## src/rtl/keypad_matrix_emulator.sv

```systemverilog
// Passive 4x4 membrane keypad answering a column scanner: row lines are registered (1 cycle from col),
// with contact bounce at press and release; one command at a time, cmd_ready only while idle.
module keypad_matrix_emulator #(
    parameter int CLK_KHZ    = 25000,
    parameter int BOUNCE_CYC = 16,
    parameter int HOLD_W     = 16
) (
    input  logic              clk,
    input  logic              rst,
    input  logic [3:0]        col,
    output logic [3:0]        row,
    input  logic              cmd_valid,
    output logic              cmd_ready,
    input  logic [3:0]        cmd_key,
    input  logic [HOLD_W-1:0] cmd_hold_ms,
    input  logic              abort,
    output logic              busy,
    output logic              done,
    output logic [7:0]        press_count
);
    localparam int TW = (CLK_KHZ > 1) ? $clog2(CLK_KHZ) : 1;
    localparam int BW = (BOUNCE_CYC > 1) ? $clog2(BOUNCE_CYC) : 1;
    localparam logic [TW-1:0] TICK_LAST = TW'(CLK_KHZ - 1);
    localparam logic [BW-1:0] BNC_LAST  = BW'((BOUNCE_CYC > 0) ? BOUNCE_CYC - 1 : 0);
    localparam bit            NO_BNC    = (BOUNCE_CYC == 0);

    typedef enum logic [2:0] {
        IDLE,
        PRESS_BNC,
        HOLD,
        REL_BNC,
        DONE
    } state_t;

    state_t            state;
    state_t            state_nxt;
    logic [3:0]        key_q;
    logic [HOLD_W-1:0] hold_cnt;
    logic [TW-1:0]     tick_cnt;
    logic [BW-1:0]     bounce_cnt;
    logic              contact;
    logic              accept;
    logic              tick;
    logic [1:0]        key_row;
    logic [1:0]        key_col;
    logic [3:0]        row_nxt;

    assign cmd_ready = (state == IDLE);
    assign busy      = ~cmd_ready;
    assign done      = (state == DONE);
    assign accept    = cmd_valid & cmd_ready;
    assign tick      = (tick_cnt == TICK_LAST);

    always_comb begin
        state_nxt = state;
        contact   = 1'b0;
        case (state)
            IDLE: begin
                if (accept) state_nxt = NO_BNC ? HOLD : PRESS_BNC;
            end
            PRESS_BNC: begin
                contact = ~bounce_cnt[0];
                if (abort)                         state_nxt = REL_BNC;
                else if (bounce_cnt == BNC_LAST)   state_nxt = HOLD;
            end
            HOLD: begin
                contact = 1'b1;
                if (abort || hold_cnt == '0)       state_nxt = REL_BNC;
            end
            REL_BNC: begin
                // With no bounce the counter never leaves 0, so this exits after one open cycle.
                contact = bounce_cnt[0];
                if (bounce_cnt == BNC_LAST)        state_nxt = DONE;
            end
            DONE: begin
                state_nxt = IDLE;
            end
            default: begin
                state_nxt = IDLE;
            end
        endcase
    end

    // Bit positions: col bit3 = C1 .. bit0 = C4, row bit3 = R1 .. bit0 = R4.
    always_comb begin
        {key_row, key_col} = 4'h0;
        case (key_q)
            4'h1: {key_row, key_col} = {2'd3, 2'd3};
            4'h2: {key_row, key_col} = {2'd3, 2'd2};
            4'h3: {key_row, key_col} = {2'd3, 2'd1};
            4'hA: {key_row, key_col} = {2'd3, 2'd0};
            4'h4: {key_row, key_col} = {2'd2, 2'd3};
            4'h5: {key_row, key_col} = {2'd2, 2'd2};
            4'h6: {key_row, key_col} = {2'd2, 2'd1};
            4'hB: {key_row, key_col} = {2'd2, 2'd0};
            4'h7: {key_row, key_col} = {2'd1, 2'd3};
            4'h8: {key_row, key_col} = {2'd1, 2'd2};
            4'h9: {key_row, key_col} = {2'd1, 2'd1};
            4'hC: {key_row, key_col} = {2'd1, 2'd0};
            4'h0: {key_row, key_col} = {2'd0, 2'd3};
            4'hF: {key_row, key_col} = {2'd0, 2'd2};
            4'hE: {key_row, key_col} = {2'd0, 2'd1};
            4'hD: {key_row, key_col} = {2'd0, 2'd0};
            default: {key_row, key_col} = 4'h0;
        endcase
    end

    always_comb begin
        row_nxt = 4'hF;
        if (contact) row_nxt[key_row] = col[key_col];
    end

    always_ff @(posedge clk or negedge rst) begin
        if (!rst) begin
            state <= IDLE;
        end else begin
            state <= state_nxt;
        end
    end

    always_ff @(posedge clk or negedge rst) begin
        if (!rst) begin
            row         <= 4'hF;
            key_q       <= 4'h0;
            hold_cnt    <= '0;
            tick_cnt    <= '0;
            bounce_cnt  <= '0;
            press_count <= 8'd0;
        end else begin
            row        <= row_nxt;
            tick_cnt   <= (accept || tick) ? '0 : tick_cnt + 1'b1;
            bounce_cnt <= (state_nxt != state) ? '0 : bounce_cnt + 1'b1;
            if (accept) begin
                key_q    <= cmd_key;
                hold_cnt <= cmd_hold_ms;
            end else if (state == HOLD && tick && hold_cnt != '0) begin
                hold_cnt <= hold_cnt - 1'b1;
            end
            if (state == DONE) press_count <= press_count + 8'd1;
        end
    end
endmodule
```

## config.mk

```make
export PLATFORM = sky130hd
export DESIGN_NAME = keypad_matrix_emulator
export DESIGN_NICKNAME = d
export VERILOG_FILES = /design/src/rtl/keypad_matrix_emulator.sv
export SDC_FILE = /design/constraint.sdc
export NUM_CORES = 1
export LEC_CHECK = 0
export CELL_PAD_IN_SITES_DETAIL_PLACEMENT = 0
export CELL_PAD_IN_SITES_GLOBAL_PLACEMENT = 2
export CORE_MARGIN = 2
export CORE_UTILIZATION = 36
export DETAILED_ROUTE_END_ITERATION = 8
export GPL_TIMING_DRIVEN = 0
export PLACE_DENSITY_LB_ADDON = 0.15
export SETUP_SLACK_MARGIN = 0.1
export SYNTH_ARGS = -nofsm -noshare
export SYNTH_HDL_FRONTEND = slang
export SYNTH_SLANG_ARGS = --single-unit
```

## constraint.sdc

```tcl
create_clock -name clk -period 4.01 [get_ports clk]
set_clock_uncertainty 0.2 [all_clocks]
set_input_delay 0.802 -clock clk [delete_from_list [all_inputs] [get_ports clk]]
set_output_delay 0.802 -clock clk [all_outputs]
set_load 0.03 [all_outputs]
```

==> results.yml <==
critical_path:
  reg2reg_to: "tick_cnt[8]$_DFF_PN0_"
  r2r_cells: 7
  worstPathMaxFanout: 10
  worstSetupEndpointType: "output pin"
  crit_slowest_cell: "clkdlybuf4s50_1"
  cpPeakStageDelay_ns: 0.76
  crit_type: "flop to output pin"
  start_kind: "flop"
  ff2ff_setup_slack_ns: 1.46
  arrival_ns: 2.04
  crit_chain: "buf_2 -> nor3_1 -> clkdlybuf4s50_1"
  startpoint: "state[1]$_DFF_PN0_"
  crit_end: "cmd_ready"
  cp.required_ns: 3.01
  r2r-start: "tick_cnt[0]$_DFF_PN0_"
floorplanning:
  fp.dieArea_mm2: 0.00875
  rows: 32
  dieWidth_um: 93.5
  start_util_pct: 37.3
  die_h_um: 93.5
  pin_count: 43
  core_area_mm2: 0.00773
pwr:
  p_leak_nw: 1.36
  peakVddDrop_mv: 0.214
  powerDensity_mw_per_mm2: 537
timing:
  whs_ns: 0.231
  setup_viol: 0
  rsz0062_at_grt: "no"
  tightestPinTransition_ns: 0.804
  fmax_mhz: 328
  maxSlewHeadroom_pct: 45.9
  fin_crit_ns: 3.05
  slew_violations: 0
  hold_violations: 0
  fin_crit_sh_pct: 76.0
  tns_ns: 0
synthesis:
  synth_area_mm2: 0.00289
  synth_area_leaders: "dfrtp_1 43%, xnor2_1 7.0%, nand2_1 4.9%"
  seq_area_frac_synth_pct: 47.0
  synth_nets: 338
  synth_seq_cells: 54
  avgSynthCellArea_um2: 9.43
  ys_warn_count: 0
  netlist_instances: 306
  synth_top_cell_area_share_pct: 43.4
  ys_types: 47
  synth_top_area_cell: "dfrtp_1"
  synth_edf_count: 0
  synthArstFlopShare_pct: 100
  ys.flop_type: "dfrtp_1"
grt:
  gr-total-overflow: 0
  antenna_found_initial: 0
  grtUsageTotal_pct: 16.4
  grt_pass1_vias: 2319
  grt_max_degree: 38
  grt_pass1_wl_um: 11400
placed_design:
  port_buffers: 42
  routabilityCongestion: 0.739
  dp_hpwl_um: 4670
  place_inst: 451
  placed_area_mm2: 0.00345
cts:
  cts_tree: "yes"
  cts-resized-gates: 0
  hold_buffers: 0
  cts_max_path_buffers: 2
  ctsRootBufferMaster: "clkbuf_8"
  clkSinkCount: 54
  clock_latency_ns: 0.31
  cts_max_level: 2
  numCtsBuffers: 5
  clkTransAtPathRegs_ns: 0.10
  cts_setup_buffers: 0
routing:
  vias_per_cell: 5.15
  drc: 0
  routed_wl_um: 6600
  firstDrtPassIters: 4
  drt.antenna.violating_nets: 0
  drt-initial-drc-count: 69
  dr_total_vias: 2362
  wl_per_cell_um: 14.4
final_layout:
  final_cell_mix: "50 x dfrtp_1, 41 x clkdlybuf4s50_1, 38 x nand2_1"
  stdcell_count: 459
  design_area_mm2: 0.00354
  diodes: 0
  fin_nets: 388
  drive_gt1_share_pct: 7.28
  layout_commonest_cell: "dfrtp_1"
  area_growth_pct: 22.7
outcome:
  status: "completed"
worst_hold_path:
  hold_path.class: "primary input to asynchronous set/reset pin"
flow_run:
  drv_cap: 0
==> power by group <==
part           leakage (nW)  total [mW]  switching, mW  internal, mW
combinational         0.652       0.697          0.357         0.340
sequential            0.662       0.882          0.157         0.725
clock                0.0482       0.322          0.182         0.140
==> worst min-delay path by stage <==
| stage | end | slack, ns | cells past startpoint |
|---|---|---|---|
| 2_1_floorplan | tick_cnt[0]$_DFF_PN0_ | 0.22 | 1 |
| 3_3_place_gp | tick_cnt[0]$_DFF_PN0_ | 0.25 | 1 |
| 3_5_place_dp | tick_cnt[0]$_DFF_PN0_ | 0.25 | 1 |
| 4_1_cts | tick_cnt[7]$_DFF_PN0_ | 0.24 | 1 |
| 5_1_grt | tick_cnt[7]$_DFF_PN0_ | 0.25 | 1 |
| 6_report | tick_cnt[9]$_DFF_PN0_ | 0.23 | 1 |
==> synthesized netlist by cell type (4+ instances only) <==
| cell type | number |
|---|---|
| or4_1 | 4 |
| ha_1 | 4 |
| nand2b_1 | 5 |
| buf_2 | 5 |
| nor4b_1 | 4 |
| nor2b_1 | 4 |
| nor3_1 | 10 |
| nor4_1 | 7 |
| nand4_1 | 10 |
| inv_1 | 6 |
| and3_1 | 6 |
| nor2_1 | 29 |
| clkbuf_1 | 9 |
| nand3_1 | 13 |
| xnor2_1 | 23 |
| dfrtp_1 | 50 |
| a21oi_1 | 8 |
| nand2_1 | 38 |
| xor2_1 | 9 |
| and2_1 | 6 |
| o21ai_0 | 11 |
| or3_1 | 6 |
| dfstp_2 | 4 |
==> logic make-up after synthesis <==
kind of cell	share of synthesized area, %
xor+xnor	9.71
mux	1.82
buf+inv	3.21
simple gates	28.2
fa+ha+maj	1.73
flops	47.0
compound gates	8.33
==> metal layers <==
metal | GRT usage [%] | vias to the layer above | share of wire, %
met1 | 23.2 | 1146 | 49
met5 | 0 | - | 0
met4 | 3.68 | 0 | 1.1
met2 | 26.3 | 33 | 46
li1 | - | 1177 | -
met3 | 2.66 | 6 | 3.3
==> cell type report <==
cell class	instances	area [um^2]
buffer	15	70.1
clock inverter	1	5.00
multi-input combinational	231	1440
clock buffer	7	86.3
sequential	54	1360
inverter	6	22.5
timing repair buffer	43	435
fill	789	4190
tap	102	128
==> state kept, by name, indices dropped and copies added (netlist names) <==
| signal | cells |
|---|---|
| bounce_cnt | 4 |
| hold_cnt | 16 |
| state | 3 |
| key_q | 4 |
| row | 4 |
| press_count | 8 |
| tick_cnt | 15 |
==> critical path, delay by kind of cell (launching register included) <==
kind | cells | cell delay [ns]
buf+inv | 2 | 0.94
flops | 1 | 0.38
simple gates | 1 | 0.42
==> stage by stage <==
step	worst slack [ns]	power [mW]	util (%)
after global routing	0.809	2.06	45.8
after floorplan	1.28	1.39	-
after detailed placement	1.15	1.59	44.6
final	0.963	1.90	45.8
after CTS	0.935	1.92	45.8
after global placement	0.102	1.57	44.4
Note: power is estimated with default switching activity, not from simulation.
